==> config.mk <==
export PLATFORM = sky130hd
export DESIGN_NAME = fetch_queue
export DESIGN_NICKNAME = d
export VERILOG_FILES = /design/src/rtl/fetch_queue.sv
export SDC_FILE = /design/constraint.sdc
export NUM_CORES = 2
export LEC_CHECK = 0
export BUFFER_PORTS_ARGS = -buffer_cell sky130_fd_sc_hd__buf_4
export CAP_MARGIN = 5
export CORE_MARGIN = 2
export CORE_UTILIZATION = 49
export DETAILED_ROUTE_END_ITERATION = 8
export GPL_TIMING_DRIVEN = 0
export PLACE_DENSITY = 0.74
export SLEW_MARGIN = 20
export SYNTH_ARGS = -nofsm -noshare
export SYNTH_HDL_FRONTEND = slang
export SYNTH_SLANG_ARGS = --single-unit
==> constraint.sdc <==
create_clock -name clk -period 17.1 [get_ports clk]
set_clock_uncertainty 0.05 [all_clocks]
set_input_delay 0 -clock clk [delete_from_list [all_inputs] [get_ports clk]]
set_output_delay 0 -clock clk [all_outputs]
set_load 0.02 [all_outputs]
==> src/rtl/fetch_queue.sv <==
// Fetch queue: a two-wide circular buffer that decouples the fetch stage from decode.
// Each entry carries the instruction, its PC and the branch prediction made for it.
module fetch_queue #(
  parameter int DEPTH           = 8,
  parameter int INST_WIDTH      = 32,
  parameter int INST_ADDR_WIDTH = 32,
  parameter int BP_GHR_BITS     = 8
) (
  input  logic                       clk,
  input  logic                       rst_n,
  input  logic                       flush,
  input  logic [INST_ADDR_WIDTH-1:0] in_inst_addr_0,
  input  logic [INST_ADDR_WIDTH-1:0] in_inst_addr_1,
  input  logic [INST_WIDTH-1:0]      in_inst_0,
  input  logic [INST_WIDTH-1:0]      in_inst_1,
  input  logic [1:0]                 in_inst_valid,
  input  logic                       in_pred_taken_0,
  input  logic                       in_pred_taken_1,
  input  logic [INST_ADDR_WIDTH-1:0] in_pred_target_0,
  input  logic [INST_ADDR_WIDTH-1:0] in_pred_target_1,
  input  logic [BP_GHR_BITS-1:0]     in_pred_hist_0,
  input  logic [BP_GHR_BITS-1:0]     in_pred_hist_1,
  output logic                       fq_stall,
  input  logic                       dec_ready,
  output logic [INST_ADDR_WIDTH-1:0] out_inst_addr_0,
  output logic [INST_ADDR_WIDTH-1:0] out_inst_addr_1,
  output logic [INST_WIDTH-1:0]      out_inst_0,
  output logic [INST_WIDTH-1:0]      out_inst_1,
  output logic                       out_pred_taken_0,
  output logic                       out_pred_taken_1,
  output logic [INST_ADDR_WIDTH-1:0] out_pred_target_0,
  output logic [INST_ADDR_WIDTH-1:0] out_pred_target_1,
  output logic [BP_GHR_BITS-1:0]     out_pred_hist_0,
  output logic [BP_GHR_BITS-1:0]     out_pred_hist_1,
  output logic [1:0]                 out_inst_valid,
  output logic [$clog2(DEPTH):0]     fq_count,
  output logic                       overflow_err
);

  localparam int PTR_W = $clog2(DEPTH);
  localparam int CNT_W = PTR_W + 1;

  typedef struct packed {
    logic [INST_ADDR_WIDTH-1:0] addr;
    logic [INST_WIDTH-1:0]      inst;
    logic                       pred_taken;
    logic [INST_ADDR_WIDTH-1:0] pred_target;
    logic [BP_GHR_BITS-1:0]     pred_hist;
  } entry_t;

  entry_t           mem [DEPTH];
  logic [PTR_W-1:0] head;
  logic [PTR_W-1:0] tail;
  logic [CNT_W-1:0] count;

  logic [PTR_W-1:0] head_p1;
  logic [PTR_W-1:0] tail_p1;
  logic [1:0]       valid;
  logic [1:0]       n_in;
  logic [1:0]       n_deq;
  logic [1:0]       n_enq;
  logic             drop;
  logic [CNT_W-1:0] free_slots;
  entry_t           in_e0;
  entry_t           in_e1;
  entry_t           first_e;
  entry_t           head_e0;
  entry_t           head_e1;

  // DEPTH is a power of two, so pointer arithmetic wraps on its own
  assign head_p1 = head + 1'b1;
  assign tail_p1 = tail + 1'b1;

  assign in_e0 = '{addr: in_inst_addr_0, inst: in_inst_0, pred_taken: in_pred_taken_0,
                   pred_target: in_pred_target_0, pred_hist: in_pred_hist_0};
  assign in_e1 = '{addr: in_inst_addr_1, inst: in_inst_1, pred_taken: in_pred_taken_1,
                   pred_target: in_pred_target_1, pred_hist: in_pred_hist_1};

  // A lone slot1 is compacted down so it lands in a single entry at the tail
  assign first_e = in_inst_valid[0] ? in_e0 : in_e1;

  always_comb begin
    valid = 2'b00;
    if (!flush) begin
      if (count >= CNT_W'(2)) begin
        valid = 2'b11;
      end else if (count == CNT_W'(1)) begin
        valid = 2'b01;
      end
    end
  end

  assign n_in  = {1'b0, in_inst_valid[0]} + {1'b0, in_inst_valid[1]};
  assign n_deq = (dec_ready && !flush) ? ({1'b0, valid[0]} + {1'b0, valid[1]}) : 2'd0;

  // Entries leaving this cycle are reusable by this cycle's enqueue
  assign free_slots = CNT_W'(DEPTH) - count + CNT_W'(n_deq);

  always_comb begin
    n_enq = 2'd0;
    drop  = 1'b0;
    if (!flush) begin
      if (CNT_W'(n_in) <= free_slots) begin
        n_enq = n_in;
      end else begin
        n_enq = free_slots[1:0];
        drop  = 1'b1;
      end
    end
  end

  always_ff @(posedge clk or negedge rst_n) begin
    if (!rst_n) begin
      head         <= '0;
      tail         <= '0;
      count        <= '0;
      overflow_err <= 1'b0;
    end else if (flush) begin
      head  <= '0;
      tail  <= '0;
      count <= '0;
    end else begin
      head  <= head + PTR_W'(n_deq);
      tail  <= tail + PTR_W'(n_enq);
      count <= count + CNT_W'(n_enq) - CNT_W'(n_deq);
      if (drop) begin
        overflow_err <= 1'b1;
      end
    end
  end

  // Storage is left unreset; the count masks any stale contents
  always_ff @(posedge clk) begin
    if (n_enq != 2'd0) begin
      mem[tail] <= first_e;
    end
    if (n_enq == 2'd2) begin
      mem[tail_p1] <= in_e1;
    end
  end

  assign head_e0 = valid[0] ? mem[head]    : '0;
  assign head_e1 = valid[1] ? mem[head_p1] : '0;

  assign out_inst_addr_0   = head_e0.addr;
  assign out_inst_0        = head_e0.inst;
  assign out_pred_taken_0  = head_e0.pred_taken;
  assign out_pred_target_0 = head_e0.pred_target;
  assign out_pred_hist_0   = head_e0.pred_hist;

  assign out_inst_addr_1   = head_e1.addr;
  assign out_inst_1        = head_e1.inst;
  assign out_pred_taken_1  = head_e1.pred_taken;
  assign out_pred_target_1 = head_e1.pred_target;
  assign out_pred_hist_1   = head_e1.pred_hist;

  assign out_inst_valid = valid;
  assign fq_count       = count;

  // Margin of four covers the batch in flight plus the one already launched
  assign fq_stall = count > CNT_W'(DEPTH - 4);

endmodule

==> impl_metrics.csv <==
group,metric,value,unit
run_status,outcome,"finished clean",
worst_setup_path,arrival,8.30,ns
yosys,ys_ff_latch,851,
worst_setup_path,slowest_stage,"a41oi_2",
timing,rsz0062_at_grt,"false",
cts,clock_latency,0.67,ns
timing,period_needed,7.936,ns
place,port-buffer-count,433,
floorplan,die_width,325.5,um
floorplan,core_area,102200,um^2
floorplan,die_area,106000,um^2
timing,fin_crit_sh,46.41,%
pwr,peakVddDrop,0.1223,mV
yosys,synth_ff_type,"edfxtp_1",
detailed_routing,dr.pass1.iters,5,
cts,cts_buffer_depth,3,
worst_setup_path,end_kind,"register",
cts,htree_levels,3,
pwr,p_total,7.941,mW
yosys,synth.most_common_cell,"edfxtp_1",
cells_and_area,drive_above_1_share,45.07,%
place,place_congestion,0.8415,
place,place_area,56950,um^2
yosys,synth_commonest_cells,"840 x edfxtp_1, 633 x mux2_2, 420 x mux4_2",
timing,setup_violations,0,
floorplan,rows,117,
cts,cts_tree,"yes",
global_routing,grt_max_degree,20,
place,dp_hpwl,110.0,mm
yosys,ys_seq_area_share,50.35,%
global_routing,grt_pass1_vias,36230,
worst_setup_path,worst-path-buf-inv,12,
cts,clockRootBuffer,"clkbuf_16",
worst_setup_path,path_common_cell,"buf_2",
worst_setup_path,crit_family,"buffers and inverters",
worst_setup_path,cp-start-kind,"register",
yosys,synthesis.area,50650,um^2
cts,clkTransAtPathRegs,0.07,ns
yosys,postSynthCellCount,3131,
yosys,yosys.area.top_type,"edfxtp_1",
pwr,p_leak,21.56,nW
timing,slew_violations,0,
cells_and_area,design_area,63120,um^2
cells_and_area,area_delta_synth_final,24.62,%
global_routing,grt_pass1_wl,240.7,mm
detailed_routing,via_count,35010,
global_routing,grt_use_total,30.96,%
worst_setup_path,cp.depth,24,
floorplan,die_height,325.5,um
worst_setup_path,critPathMaxFanout,10,
detailed_routing,drt_iter0_drc,4011,
yosys,ys_warn_count,0,
yosys,synth.area.top_cells,"edfxtp_1 50%, mux4_2 19%, mux2_2 14%, mux2_1 6.9%, mux2i_1 2.1%",
detailed_routing,postRouteAntennaNets,0,
timing,max_slew.worst_pin.slew,1.342,ns
timing,timing.slew.headroom,10.53,%
worst_setup_path,reg2reg_depth,24,
hold_path,worstHoldPathCells,6,
detailed_routing,wl_per_cell,30.09,um
cts,cts_buffers,94,
floorplan,io_pins,434,
timing,hold_violations,0,
cts,ctsResizeCount,0,
job,cap_violations,0,
detailed_routing,drt-total-wl,166.1,mm
global_routing,antenna_found_initial,7,
timing,tns,0,ns
worst_setup_path,critical_path_class,"register to register",
global_routing,grt_overflow_total,0,
yosys,synth_edf_count,840,
floorplan,start_util,49.57,%
detailed_routing,drt_drc_violations_left,0,
hold_path,hold_class,"input port to register",
yosys,synth_top_area_share,49.80,%
yosys,ys_types,53,
cells_and_area,layout.nets,4318,
pwr,power_density,125.8,nW/um^2
yosys,avgSynthCellArea,16.18,um^2
cts,clock-sinks,851,
yosys,synthArstFlopShare,1.293,%
detailed_routing,viasPerCell,6.342,
worst_setup_path,path_cells,"inv_1 -> ha_1 -> nor2b_1 -> a21o_1 -> clkbuf_1 -> clkbuf_2 -> inv_1 -> nand3_1 -> ha_1 -> fa_1 -> ha_1 -> nor2b_1 -> o211a_2 -> nand3_1 -> a41oi_2 -> buf_2 -> buf_4 -> o41ai_2 -> buf_2 -> buf_2 -> buf_2 -> buf_4 -> buf_2 -> buf_2",
worst_setup_path,cp.required,17.47,ns
worst_setup_path,slowest_delay,0.71,ns
timing,max_freq,126.0,MHz
cells_and_area,fin_util,61.77,%
yosys,synth_nets,3366,
==> per-stage QoR <==
stage                     instances  hold WS [ns]  setup WS (ns)
after CTS                      5514        0.1100          9.234
after global routing           5517        0.1911          8.823
after floorplan                3131       -0.3456          1.812
after detailed placement       5034       -0.2037          9.279
after global placement         4932       -0.2025         -13.23
final                          5520        0.1675          9.164
==> cell type report <==
class,instances,area [um^2]
repair buffers,856,7684
clock buffers,119,2561
multi-input cells,2005,23960
fillers,7644,39060
inverters,16,60.06
flip-flops and latches,851,25500
clock inverters,41,367.9
well taps,1368,1712
plain buffers,259,1261
diodes,5,12.51
==> routing by layer <==
| metal | up-vias | global-route usage, % | routed length, um | part of all wire, % |
|---|---|---|---|---|
| li1 | 14643 | - | - | - |
| met1 | 17825 | 40.55 | 61980 | 37 |
| met2 | 2147 | 50.23 | 79800 | 48 |
| met3 | 387 | 5.921 | 16380 | 9.9 |
| met4 | 8 | 14.27 | 7880 | 4.7 |
| met5 | - | 0 | 57 | 0.034 |
==> path summary, 6_finish.rpt <==
check | start | endpoint | slack [ns]
setup / recovery | fq_count[2]$_DFF_PN0_ | mem[6][57]$_DFFE_PP_ | 9.16
hold / removal | in_inst_valid[1] | tail[0]$_DFF_PN0_ | 0.17
setup reg to reg | fq_count[2]$_DFF_PN0_ | mem[6][57]$_DFFE_PP_ | 9.16
hold reg to reg | overflow_err$_DFFE_PN0P_ | overflow_err$_DFFE_PN0P_ | 0.62
max in group asynchronous | rst_n | tail[2]$_DFF_PN0_ | 16.22
min in group asynchronous | rst_n | fq_count[2]$_DFF_PN0_ | 0.42
==> worst min-delay path, delay by kind of cell <==
family	cells	cell delay (ns)
fa+ha+maj	2	0.35
compound gates	1	0.19
buf+inv	1	0.09
simple gates	2	0.22
==> sequential cells by signal (all words and copies together) (netlist names) <==
signal	flops
fq_count	4
head	3
tail	3
mem	840
overflow_err	1
==> cell families after synthesis <==
logic type / synth area share (%)
AO/OA/AOI/OAI: 1.638
XOR/XNOR: 0.1556
adder cells (fa/ha/maj): 0.5435
buffers and inverters: 2.572
flip-flops: 50.35
multiplexers: 41.76
AND/OR/NAND/NOR: 2.984
==> layout by cell type (no fill, tap or decap), types with 98 or more instances in the layout <==
cell type	count
a21oi_1	107
buf_2	119
buf_4	471
clkbuf_1	119
clkbuf_16	98
dlygate4sd3_1	320
edfxtp_1	840
mux2_1	312
mux2_2	633
mux2i_1	105
mux4_2	420
nand2_1	220
nor2_1	116
==> repair_timing <==
action                                  in CTS  in global routing
buffers inserted                             0                  0
endpoints found under the setup margin       0                  0
hold buffers                               320                  0
hold endpoints to repair                   856                  0
==> where the power goes <==
part	internal, mW	total [mW]	switching [mW]
sequential	2.63	2.73	0.108
combinational	1.42	3.21	1.79
clock	1.15	2.00	0.843
No activity file was read; power rests on OpenSTA's default activity.
